### src/rtl/if_stage_pkg.sv
// Shared definitions for the instruction-fetch stage: data width, NOP
// encoding, default reset PC and the fetch FSM state encoding.
package if_stage_pkg;

    localparam int XLEN = 32;

    // ADDI x0,x0,0 -- what the decoder sees whenever IF/ID holds a bubble
    localparam logic [XLEN-1:0] IF_NOP_INST = 32'h0000_0013;
    localparam logic [XLEN-1:0] IF_RESET_PC = 32'h0000_0000;

    typedef enum logic [1:0] {
        IF_REQ  = 2'd0,
        IF_WAIT = 2'd1,
        IF_HOLD = 2'd2
    } if_state_e;

    // Fetch targets are always word aligned; low two bits are dropped
    function automatic logic [XLEN-1:0] if_align_word(input logic [XLEN-1:0] addr);
        return addr & ~(XLEN'(3));
    endfunction

endpackage

### src/rtl/if_hold_buf.sv
// One-entry {pc, inst} buffer that parks a returned instruction while the
// hazard unit stalls the IF/ID register. Clear wins over load, load over unload.
module if_hold_buf
    import if_stage_pkg::*;
(
    input  logic            clk,
    input  logic            rst_n,
    input  logic            i_load,
    input  logic            i_unload,
    input  logic            i_clear,
    input  logic [XLEN-1:0] i_pc,
    input  logic [XLEN-1:0] i_inst,
    output logic            o_full,
    output logic [XLEN-1:0] o_pc,
    output logic [XLEN-1:0] o_inst
);

    logic            r_full;
    logic [XLEN-1:0] r_pc;
    logic [XLEN-1:0] r_inst;

    // Occupancy flag and stored entry
    always_ff @(posedge clk or negedge rst_n) begin
        if (!rst_n) begin
            r_full <= 1'b0;
            r_pc   <= '0;
            r_inst <= IF_NOP_INST;
        end else if (i_clear) begin
            r_full <= 1'b0;
        end else if (i_load) begin
            r_full <= 1'b1;
            r_pc   <= i_pc;
            r_inst <= i_inst;
        end else if (i_unload) begin
            r_full <= 1'b0;
        end
    end

    assign o_full = r_full;
    assign o_pc   = r_pc;
    assign o_inst = r_inst;

endmodule

### src/rtl/if_stage.sv
// Instruction-fetch stage: owns the PC, talks to imem over req/gnt/rvalid
// with one request outstanding, and fills the IF/ID register for the decoder.
// Stalls park a returning word in if_hold_buf; EX redirects flush IF/ID and
// kill any fetch still in flight.
// Optional build macro IF_PERF_CNT_EN adds fetch and bubble counters.
module if_stage
    import if_stage_pkg::*;
#(
    parameter logic [XLEN-1:0] RESET_PC = IF_RESET_PC,
    parameter logic [XLEN-1:0] NOP_INST = IF_NOP_INST
) (
    input  logic            clk,
    input  logic            rst_n,
    input  logic            stall_i,
    input  logic            redirect_i,
    input  logic [XLEN-1:0] redirect_pc_i,
    output logic            imem_req_o,
    output logic [XLEN-1:0] imem_addr_o,
    input  logic            imem_gnt_i,
    input  logic            imem_rvalid_i,
    input  logic [XLEN-1:0] imem_rdata_i,
    output logic            id_valid_o,
    output logic [XLEN-1:0] id_pc_o,
    output logic [XLEN-1:0] id_inst_o
`ifdef IF_PERF_CNT_EN
    ,
    output logic [31:0]     perf_fetch_cnt_o,
    output logic [31:0]     perf_bubble_cnt_o
`endif
);

    if_state_e       r_state;
    if_state_e       w_next_state;
    logic [XLEN-1:0] r_fetch_pc;
    logic [XLEN-1:0] r_req_pc;
    logic            r_kill;
    logic            r_id_valid;
    logic [XLEN-1:0] r_id_pc;
    logic [XLEN-1:0] r_id_inst;

    logic            w_grant;
    logic            w_rsp;
    logic            w_rsp_keep;
    logic            w_buf_load;
    logic            w_buf_unload;
    logic            w_buf_full;
    logic            w_id_load;
    logic [XLEN-1:0] w_buf_pc;
    logic [XLEN-1:0] w_buf_inst;
    logic [XLEN-1:0] w_load_pc;
    logic [XLEN-1:0] w_load_inst;

    assign w_grant      = (r_state == IF_REQ) && imem_gnt_i;
    assign w_rsp        = (r_state == IF_WAIT) && imem_rvalid_i;
    assign w_rsp_keep   = w_rsp && !r_kill && !redirect_i;
    assign w_buf_load   = w_rsp_keep && stall_i;
    assign w_buf_unload = (r_state == IF_HOLD) && w_buf_full && !stall_i && !redirect_i;
    assign w_id_load    = (w_rsp_keep && !stall_i) || w_buf_unload;
    assign w_load_pc    = w_buf_unload ? w_buf_pc   : r_req_pc;
    assign w_load_inst  = w_buf_unload ? w_buf_inst : imem_rdata_i;

    assign imem_addr_o  = r_fetch_pc;
    assign id_valid_o   = r_id_valid;
    assign id_pc_o      = r_id_pc;
    assign id_inst_o    = r_id_inst;

    if_hold_buf u_hold_buf (
        .clk      (clk),
        .rst_n    (rst_n),
        .i_load   (w_buf_load),
        .i_unload (w_buf_unload),
        .i_clear  (redirect_i),
        .i_pc     (r_req_pc),
        .i_inst   (imem_rdata_i),
        .o_full   (w_buf_full),
        .o_pc     (w_buf_pc),
        .o_inst   (w_buf_inst)
    );

    // Fetch FSM state register
    always_ff @(posedge clk or negedge rst_n) begin
        if (!rst_n) begin
            r_state <= IF_REQ;
        end else begin
            r_state <= w_next_state;
        end
    end

    // Next state: a redirect never blocks a grant, and always leaves WAIT-with-data or HOLD for REQ
    always_comb begin
        w_next_state = r_state;
        case (r_state)
            IF_REQ: begin
                if (imem_gnt_i) w_next_state = IF_WAIT;
            end
            IF_WAIT: begin
                if (imem_rvalid_i) begin
                    if (redirect_i || r_kill || !stall_i) w_next_state = IF_REQ;
                    else                                  w_next_state = IF_HOLD;
                end
            end
            IF_HOLD: begin
                if (redirect_i || !stall_i) w_next_state = IF_REQ;
            end
            default: w_next_state = IF_REQ;
        endcase
    end

    // Request is only raised from REQ; HOLD deliberately stops fetching
    always_comb begin
        imem_req_o = (r_state == IF_REQ);
    end

    // PC, PC of the outstanding request, and the kill flag for a stale response
    always_ff @(posedge clk or negedge rst_n) begin
        if (!rst_n) begin
            r_fetch_pc <= RESET_PC;
            r_req_pc   <= RESET_PC;
            r_kill     <= 1'b0;
        end else begin
            if (redirect_i)   r_fetch_pc <= if_align_word(redirect_pc_i);
            else if (w_grant) r_fetch_pc <= r_fetch_pc + XLEN'(4);

            if (w_grant) r_req_pc <= r_fetch_pc;

            if (redirect_i && (w_grant || ((r_state == IF_WAIT) && !imem_rvalid_i)))
                r_kill <= 1'b1;
            else if (w_rsp)
                r_kill <= 1'b0;
        end
    end

    // IF/ID register: redirect flushes, stall holds, otherwise load or insert a bubble
    always_ff @(posedge clk or negedge rst_n) begin
        if (!rst_n) begin
            r_id_valid <= 1'b0;
            r_id_pc    <= '0;
            r_id_inst  <= NOP_INST;
        end else if (redirect_i) begin
            r_id_valid <= 1'b0;
            r_id_inst  <= NOP_INST;
        end else if (!stall_i) begin
            if (w_id_load) begin
                r_id_valid <= 1'b1;
                r_id_pc    <= w_load_pc;
                r_id_inst  <= w_load_inst;
            end else begin
                r_id_valid <= 1'b0;
                r_id_inst  <= NOP_INST;
            end
        end
    end

`ifdef IF_PERF_CNT_EN
    logic [31:0] r_perf_fetch_cnt;
    logic [31:0] r_perf_bubble_cnt;

    // Free-running wrapping counters for delivered instructions and bubble cycles
    always_ff @(posedge clk or negedge rst_n) begin
        if (!rst_n) begin
            r_perf_fetch_cnt  <= '0;
            r_perf_bubble_cnt <= '0;
        end else begin
            if (w_id_load)   r_perf_fetch_cnt  <= r_perf_fetch_cnt + 32'd1;
            if (!r_id_valid) r_perf_bubble_cnt <= r_perf_bubble_cnt + 32'd1;
        end
    end

    assign perf_fetch_cnt_o  = r_perf_fetch_cnt;
    assign perf_bubble_cnt_o = r_perf_bubble_cnt;
`endif

endmodule

### config.mk
export PLATFORM = sky130hd
export DESIGN_NAME = if_stage
export DESIGN_NICKNAME = d
export VERILOG_FILES = /design/src/rtl/if_stage_pkg.sv /design/src/rtl/if_hold_buf.sv /design/src/rtl/if_stage.sv
export SDC_FILE = /design/constraint.sdc
export NUM_CORES = 1
export LEC_CHECK = 0
export BUFFER_PORTS_ARGS = -buffer_cell sky130_fd_sc_hd__buf_2
export CORE_ASPECT_RATIO = 1.75
export CORE_MARGIN = 8
export CORE_UTILIZATION = 59
export DETAILED_ROUTE_END_ITERATION = 6
export GPL_TIMING_DRIVEN = 0
export PLACE_DENSITY_LB_ADDON = 0.08
export SETUP_SLACK_MARGIN = 0.05
export SLEW_MARGIN = 25
export SYNTH_ARGS = -nofsm -noshare
export SYNTH_HDL_FRONTEND = slang
export SYNTH_SLANG_ARGS = --single-unit
### constraint.sdc
create_clock -name clk -period 4.8 [get_ports clk]
set_input_delay 0.48 -clock clk [delete_from_list [all_inputs] [get_ports clk]]
set_output_delay 0.48 -clock clk [all_outputs]
set_load 0.01 [all_outputs]
## Word-level counts from Yosys, hierarchy flattened

Index checks and enable logic that the tools add are counted.

- Bits of input ports: 70
- Bits in registers: 197
- Logic and storage cells: 66
- Output and inout bits: 98

- Bitwise gates (word level): 2
- Muxes and demuxes: 20
- Add/sub/neg operators: 1
- Reductions and logical operators: 27
- Equal/unequal tests: 6

Operators by type and width:

| cell | count |
|---|---|
| 2-to-1 mux 32 bit | 7 |
| adder 32 x 3 -> 32 bit (second input constant) | 1 |
| logical AND 1 bit | 11 |
| 2-to-1 mux 1 bit | 8 |
| 2-to-1 mux 2 bit | 4 |
| != test 2 x 1 -> 1 bit (second input constant) | 3 |
| case mux 2 bit (3 select lines) | 1 |
| AND reduction 3 bit | 2 |
| logical OR 1 bit | 5 |
| logical NOT 1 bit | 4 |
| nonzero test 2 bit | 2 |
| nonzero test 3 bit | 1 |
| == test 2 x 1 -> 1 bit (second input constant) | 1 |
| == test 2 bit (second input constant) | 1 |
| logical NOT 2 bit | 1 |
| != test 2 bit (second input constant) | 1 |
| NOT 1 bit | 2 |
| AND reduction 2 bit | 1 |

## Logic depth before layout (Yosys ltp)

Gate-level depths: netlist of run 1.

- Depth in word-level cells: 9
- Gate-level depth with buffers: 9
- Gate-level depth less buffers: 5

## Cells and area by module

Synthesis of run 1 repeated with hierarchy kept, for this count alone.

- Cells, all modules: 820
- Area, all modules: 8762.2 sq um

Modules (own cells, without submodules):

| module | times used | cells each | area each (sq um) | sequential area each (sq um) |
|---|---|---|---|---|
| if_stage | 1 | 680 | 6017.0 | 3206.8 |
| if_hold_buf | 1 | 140 | 2745.1 | 1630.3 |

## Worst setup path before layout of run 1

OpenSTA, ideal clock, no wires.

- Kind: register to register
- Start point: register r_state[1]
- End point: register r_fetch_pc[31], in the netlist imem_addr_o[31]
- Data arrival time: 1.864 ns
- Setup slack: 2.810 ns
- Required time: 4.674 ns
- Library setup time: 0.126 ns
- Clock period less this slack: 1.990 ns
- Cell stages (with the launch flop): 8
- Path buffers: 2
- Cells stage by stage: dfrtp_1 buf_6 nor3b_2 buf_4 nand4_4 nor4_4 mux2_1 a221o_1

- Word-level cells in the longest chain between the ends: 3

RTL lines:

| item | line | text |
|---|---|---|
| from (decl) | if_stage.sv:32 | `if_state_e r_state;` |
| from (signal assigned) | if_stage.sv:85 | `r_state <= w_next_state;` |
| logical NOT 2 bit | if_stage.sv:53 | `assign w_grant = (r_state == IF_REQ) && imem_gnt_i;` |
| logical AND 1 bit | if_stage.sv:53 |  |
| nonzero test 2 bit (no source line) | -- |  |
| to (signal assigned) | if_stage.sv:121 | `if (redirect_i) r_fetch_pc <= if_align_word(redirect_pc_i);` |
| to (signal assigned) | if_stage.sv:122 | `else if (w_grant) r_fetch_pc <= r_fetch_pc + XLEN'(4);` |
| to (decl) | if_stage.sv:34 | `logic [XLEN-1:0] r_fetch_pc;` |

Every way passes these cells.
A chain may end at the register's enable or synchronous reset.

## Worst setup path after layout of run 1

- Start point: register r_state[1]
- End point: register r_id_pc[21], in the netlist id_pc_o[21]

- Word-level cells in the longest chain between the ends: 7
- Elaborated cells on any way between the ends: 12
- Those cells by class: eq/ne (2); mux (1); reduce/logical (9)

RTL lines:

| item | line | text |
|---|---|---|
| == test 2 x 1 -> 1 bit | if_stage.sv:54 | `assign w_rsp = (r_state == IF_WAIT) && imem_rvalid_i;` |
| logical AND 1 bit | if_stage.sv:54 |  |
| logical AND 1 bit (2 in series) | if_stage.sv:55 | `assign w_rsp_keep = w_rsp && !r_kill && !redirect_i;` |
| logical AND 1 bit | if_stage.sv:58 | `assign w_id_load = (w_rsp_keep && !stall_i) \|\| w_buf_unload;` |
| logical OR 1 bit | if_stage.sv:58 |  |
| AND reduction 3 bit (no source line) | -- |  |
| to (signal assigned) | if_stage.sv:145 | `r_id_pc <= w_load_pc;` |
| to (decl) | if_stage.sv:38 | `logic [XLEN-1:0] r_id_pc;` |

Parallel ways exist; a longest one is shown, timed or not.

==> results of run 1 <==
## worst max-delay path, stage by stage, from the launching register on
cell	delay, ns
dfrtp_1	0.38
buf_6	0.14
nor2b_1	0.14
nand3_1	0.08
buf_2	0.23
a21boi_1	0.29
buf_2	0.30
clkbuf_1	0.41
o21ai_0	0.19
## per-layer routing
metal / track usage / vias up
li1: - / 2742
met1: 0.244 / 2914
met2: 0.393 / 154
met4: 0.0761 / 0
met5: 0 / -
met3: 0.0544 / 26
## state kept, by name (all words and copies together) (netlist names), 2 cells and up
| name | cells |
|---|---|
| u_hold_buf.o_pc | 30 |
| imem_addr_o | 30 |
| u_hold_buf.o_inst | 32 |
| id_pc_o | 30 |
| r_req_pc | 30 |
| id_inst_o | 32 |
| r_state | 2 |
## layout make-up
cell class                      instances  area share
Sequential cell                       189       0.475
Multi-Input combinational cell        447       0.332
Timing Repair Buffer                  163      0.0877
Clock buffer                           19      0.0444
Buffer                                 46      0.0251
Tap cell                              177      0.0222
Clock inverter                         13      0.0117
Inverter                                6     0.00226
## cell families (layout without fill, tap and decap cells)
group	count (synthesis)	in the layout	synth area share
other cells	1	4	0.000451
xor+xnor	27	27	0.0284
buf+inv	52	247	0.0328
fa+ha+maj	1	1	0.00150
compound gates	95	95	0.0605
mux	159	159	0.206
flops	189	189	0.570
simple gates	161	161	0.100
## synthesized netlist by cell type (all sizes together), types with 6 or more instances
cell / n
o21ai: 86
mux2i: 61
xor2: 8
inv: 6
nor2: 10
mux2: 98
dfstp: 6
nor4: 9
nand2: 100
nand3: 10
buf: 27
dfrtp: 183
clkbuf: 19
xnor2: 19
nor3: 7
and3: 6
## metrics by stage
stage,instances,hold WS (ns)
floorplan,688,0.184
global placement,1025,0.457
detailed placement,1027,0.365
CTS,1060,0.251
global route,1060,0.261
finish,1060,0.262
## how the worst min path moves through the flow
| stage | from | endpoint | slack (ns) |
|---|---|---|---|
| after floorplan | rst_n | id_inst_o[10] | 0.18 |
| after global placement | id_inst_o[15] | id_inst_o[15] | 0.46 |
| after detailed placement | rst_n | u_hold_buf.o_inst[13] | 0.36 |
| after CTS | redirect_pc_i[7] | imem_addr_o[7] | 0.25 |
| after global routing | redirect_pc_i[7] | imem_addr_o[7] | 0.26 |
| final | redirect_pc_i[17] | imem_addr_o[17] | 0.26 |
## power by group through the flow
| stage | Clock [mW] | Combinational, mW | Sequential (mW) |
|---|---|---|---|
| floorplan | 0 | 0.486 | 2.33 |
| global route | 1.44 | 0.962 | 2.35 |
| CTS | 1.38 | 0.888 | 2.30 |
| global placement | 0 | 0.836 | 2.29 |
| detailed placement | 0 | 0.885 | 2.33 |
| finish | 1.36 | 0.866 | 2.30 |
==> flow_metrics.tcl, run 1 <==
set metrics [dict create \
    status "complete, no violations" \
    die-height_um 173 \
    numCtsBuffers 17 \
    switching_share 0.292 \
    fp.dieW_um 106 \
    synthTopCellsByArea "dfrtp_1 55%, mux2_2 13%, mux2i_1 7.3%" \
    io_pins 168 \
    netlist_area_sq_um 8310 \
    dr_wl_met2_mm 10.6 \
    rrSetupSlack_ns 2.51 \
    critPathCaptureType "register" \
    overflow 0 \
    ir_worst_vdd_mv 0.294 \
    seq_area_frac_synth 0.570 \
    final_nets 941 \
    hp-class "in2reg" \
    r2r_end "id_pc_o[21]" \
    post-dp-hpwl_mm 14.9 \
    switchingPower_mw 1.32 \
    setup-tns-final_ns 0 \
    drive_gt1_frac 0.375 \
    powerDensity_nw_per_um2 453 \
    critPathLaunchType "register" \
    synth-seq-cells 189 \
    clockBufferDepth 2 \
    multi_input_area_sq_um 3320 \
    gp_congestion 0.796 \
    postCtsSetupBuffers 0 \
    period_share 0.477 \
    finalMaxSlewViolations 0 \
    drt-met1-wl_mm 7.56 \
    drt-vias-per-instance 5.51 \
    power_mw 4.53 \
    htreeDepth 4 \
    synthFlopType "dfrtp_1" \
    grt_max_degree 80 \
    rr_worst_depth 8 \
    pwr-share-comb 0.191 \
    clk_latency_ns 0.43 \
    p_leak_nw 5.18 \
    holdBufCountCts 1 \
    drtIter0Drc 154 \
    wl_met3_mm 1.08 \
    fin_skew_ns 0.0142 \
    p_int_mw 3.20 \
    vias 5836 \
    min_delay_path_depth 3 \
    clkPwrFrac 0.300 \
    ant_nets 0 \
    antenna_found_initial 0 \
    area_growth_pct 20.1 \
    fin_crit_ns 2.29 \
    arrival_ns 2.57 \
    synth.largest_area_cell "dfrtp_1" \
    final_util 0.721 \
    slew_headroom 0.484 \
    yosys_warnings 0 \
    grtUsageTotal 0.219 \
    postSynthCellCount 685 \
    synth_edf_count 0 \
    first_pass_iters 5 \
    highest_layer "met4" \
    layout_common_cells "183 x dfrtp_1, 173 x buf_2, 100 x nand2_1, 97 x mux2_2, 74 x o21ai_0" \
    row_count 57 \
    endpoint "id_pc_o[21]" \
    wire_per_inst_um 18.6 \
    mostFrequentLayoutCell "dfrtp_1" \
    setup_violations 0 \
    cts_resized 0 \
    hold_viol_final 0 \
    syn_area_per_cell_sq_um 12.1 \
    worst-setup-path-type "reg2reg" \
    synthArstFlopShare 1.00 \
    port_buffers 160 \
    cts_tree "done" \
    required_ns 5.09 \
    placed_cell_area_sq_um 9410 \
    rr_startpoint "r_state[1]" \
    core_sq_um 13800 \
    post-place-ws_ns 2.37 \
    worstMarginPinSlew_ns 0.774 \
    layout_setup_ws_ns 2.51 \
    ys_types 44 \
    max_clock_freq_mhz 437 \
    postRouteWirelength_mm 19.7 \
    netlist.area_leader.share 0.551 \
    clk_pin_slew_ns 0.07 \
    initial_core_util 0.601 \
    clockRootBuffer "clkbuf_16" \
    antennaDiodeCount 0 \
    die_area_sq_um 18300 \
    drc 0 \
    seqCellArea_sq_um 4740 \
    critPathMaxFanout 10 \
    grt_pass1_vias 6413 \
    rsz0062_at_grt "false" \
    drv_cap 0 \
    nFillCells 1041 \
    grt_pass1_wl_mm 32.2 \
    crit_start "r_state[1]" \
    stdcell_area_sq_um 9980 \
    clock_sinks 189 \
    p_seq_frac 0.508 \
]
No activity file was read; power rests on OpenSTA's default activity.
==> inputs of run 2 (changes only) <==
- CORE_UTILIZATION: 59 -> 55
- clock period: 4.8 -> 2.2 ns (I/O delays scaled with it)
==> flow_metrics.tcl, run 2 (synthesis gave the netlist of run 1 again) <==
set metrics [dict create \
    seqCellArea_sq_um 4740 \
    drive_gt1_frac 0.387 \
    drc 0 \
    clockBufferDepth 2 \
    grt_use_met3 0.0481 \
    die_area_sq_um 19500 \
    powerDensity_nw_per_um2 991 \
    htreeDepth 4 \
    slowest_stage "dfrtp_1" \
    fin_skew_ns 0.00873 \
    path_cells "buf_6 -> nor3b_2 -> buf_6 -> nand4_4 -> nor4_4 -> mux2_4 -> a221o_1" \
    core_sq_um 14800 \
    required_ns 2.51 \
    max_clock_freq_mhz 485 \
    stdcell_area_sq_um 10100 \
    initial_core_util 0.560 \
    finalMaxSlewViolations 0 \
    drv_cap 0 \
    hold_viol_final 0 \
    fin_cells 1075 \
    wire_per_inst_um 18.0 \
    grt_pass1_vias 6290 \
    critPathMaxStageDelay_ns 0.38 \
    period_share 0.937 \
    multi_input_area_sq_um 3320 \
    worstMarginPinSlew_ns 0.707 \
    grt.met1_usage 0.235 \
    ir_worst_vdd_mv 0.554 \
    cts_tree "done" \
    crit_start "r_state[0]" \
    rsz0062_at_grt "true" \
    slew_headroom 0.529 \
    power_mw 10.1 \
    io_pins 168 \
    row_count 59 \
    clk_pin_slew_ns 0.08 \
    drt-vias-per-instance 5.44 \
    rr_startpoint "r_state[0]" \
    hold_ws_ns 0.00998 \
    post-dp-hpwl_mm 14.7 \
    setup_violations 0 \
    ant_nets 0 \
    rr_worst_depth 7 \
    rrSetupSlack_ns 0.14 \
    use_met2 0.370 \
    die-height_um 179 \
    first_pass_iters 4 \
    antenna_found_initial 1 \
    placed_cell_area_sq_um 9420 \
    grt_max_degree 82 \
    numCtsBuffers 17 \
    drtIter0Drc 204 \
    gp_congestion 0.807 \
    cpMostUsedCell "buf_6" \
    worst-setup-path-type "reg2reg" \
    layout_common_cells "182 x dfrtp_1, 170 x buf_2, 100 x nand2_1, 97 x mux2_2, 74 x o21ai_0" \
    fin_crit_ns 2.06 \
    vias 5845 \
    grtUsageTotal 0.207 \
    critPathMaxFanout 8 \
    grt.busiest_layer "met2" \
    port_buffers 160 \
    critPathLaunchType "register" \
    endpoint "imem_addr_o[31]" \
    area_growth_pct 22.0 \
    clockRootBuffer "clkbuf_16" \
    final_nets 950 \
    arrival_ns 2.37 \
    critPathCaptureType "register" \
    nFillCells 1135 \
    mostFrequentLayoutCell "dfrtp_1" \
    clock_sinks 189 \
    hp-class "in2reg" \
    fp.dieW_um 109 \
    p_leak_nw 5.25 \
    overflow 0 \
    r2r_end "imem_addr_o[31]" \
    clk_latency_ns 0.42 \
    grt_pass1_wl_mm 31.4 \
    status "complete, no violations" \
    antennaDiodeCount 0 \
    postRouteWirelength_mm 19.4 \
    dp.cells 1033 \
]
run 2: cell count changes in the layout (fill, tap and decap cells not counted), moves of 3 or more:
cell and change:
clkinv_8 +3, clkbuf_2 +3, inv_6 -4, buf_4 +6, clkbuf_1 -5, buf_2 -3, clkbuf_4 +4
run 2: worst min-delay path by stage:
stage                 startpoint                     to  slack, ns  cells past startpoint
6_report       redirect_pc_i[14]        imem_addr_o[14]       0.01                      3
3_5_place_dp               rst_n  u_hold_buf.o_inst[14]       0.10                      1
4_1_cts        redirect_pc_i[14]        imem_addr_o[14]     0.0006                      3
3_3_place_gp   redirect_pc_i[13]        imem_addr_o[13]       0.43                      3
5_1_grt        redirect_pc_i[14]        imem_addr_o[14]      0.009                      3
2_1_floorplan              rst_n          id_inst_o[10]      -0.08                      0
run 2: area by class of cell:
class / instances / share of cell area
Inverter: 6 / 0.00222
Timing Repair Buffer: 172 / 0.0935
Tap cell: 183 / 0.0226
Buffer: 46 / 0.0265
Sequential cell: 189 / 0.467
Clock inverter: 14 / 0.0174
Multi-Input combinational cell: 447 / 0.327
Clock buffer: 18 / 0.0433
run 2: worst max-delay path: cells and delay by family (launching register included):
kind                   cells  cell delay [ns]
buffers and inverters      2             0.27
AO/OA/AOI/OAI              1             0.25
AND/OR/NAND/NOR            3             0.71
multiplexers               1             0.33
flip-flops                 1             0.38
run 2: per-stage QoR:
step                       util  worst slack [ns]   TNS, ns
after global placement    0.630             -1.96   -360.38
after CTS                 0.680          -0.00162  -0.00162
after global routing      0.684            0.0190         0
after detailed placement  0.635           -0.0618    -0.502
final                     0.684             0.139         0
after floorplan               -             0.210         0
run 2: repair_timing:
action	in CTS	in global routing
setup buffers	1	6
hold buffers	3	0
pin swaps	3	1
setup endpoints to repair	17	46
hold endpoints to repair	34	0
resized for setup	4	10
run 2: metal layers:
layer	vias up	share of wire	wire length (um)
met2	145	0.54	10400
met1	2914	0.38	7440
met5	-	0.00041	8
met3	24	0.059	1130
li1	2760	-	-
met4	2	0.018	356
run 2: report_power, final:
group	switching, mW	internal, mW	total (mW)
Clock	1.46	1.67	3.13
Sequential	0.570	4.45	5.02
Combinational	0.877	1.03	1.90
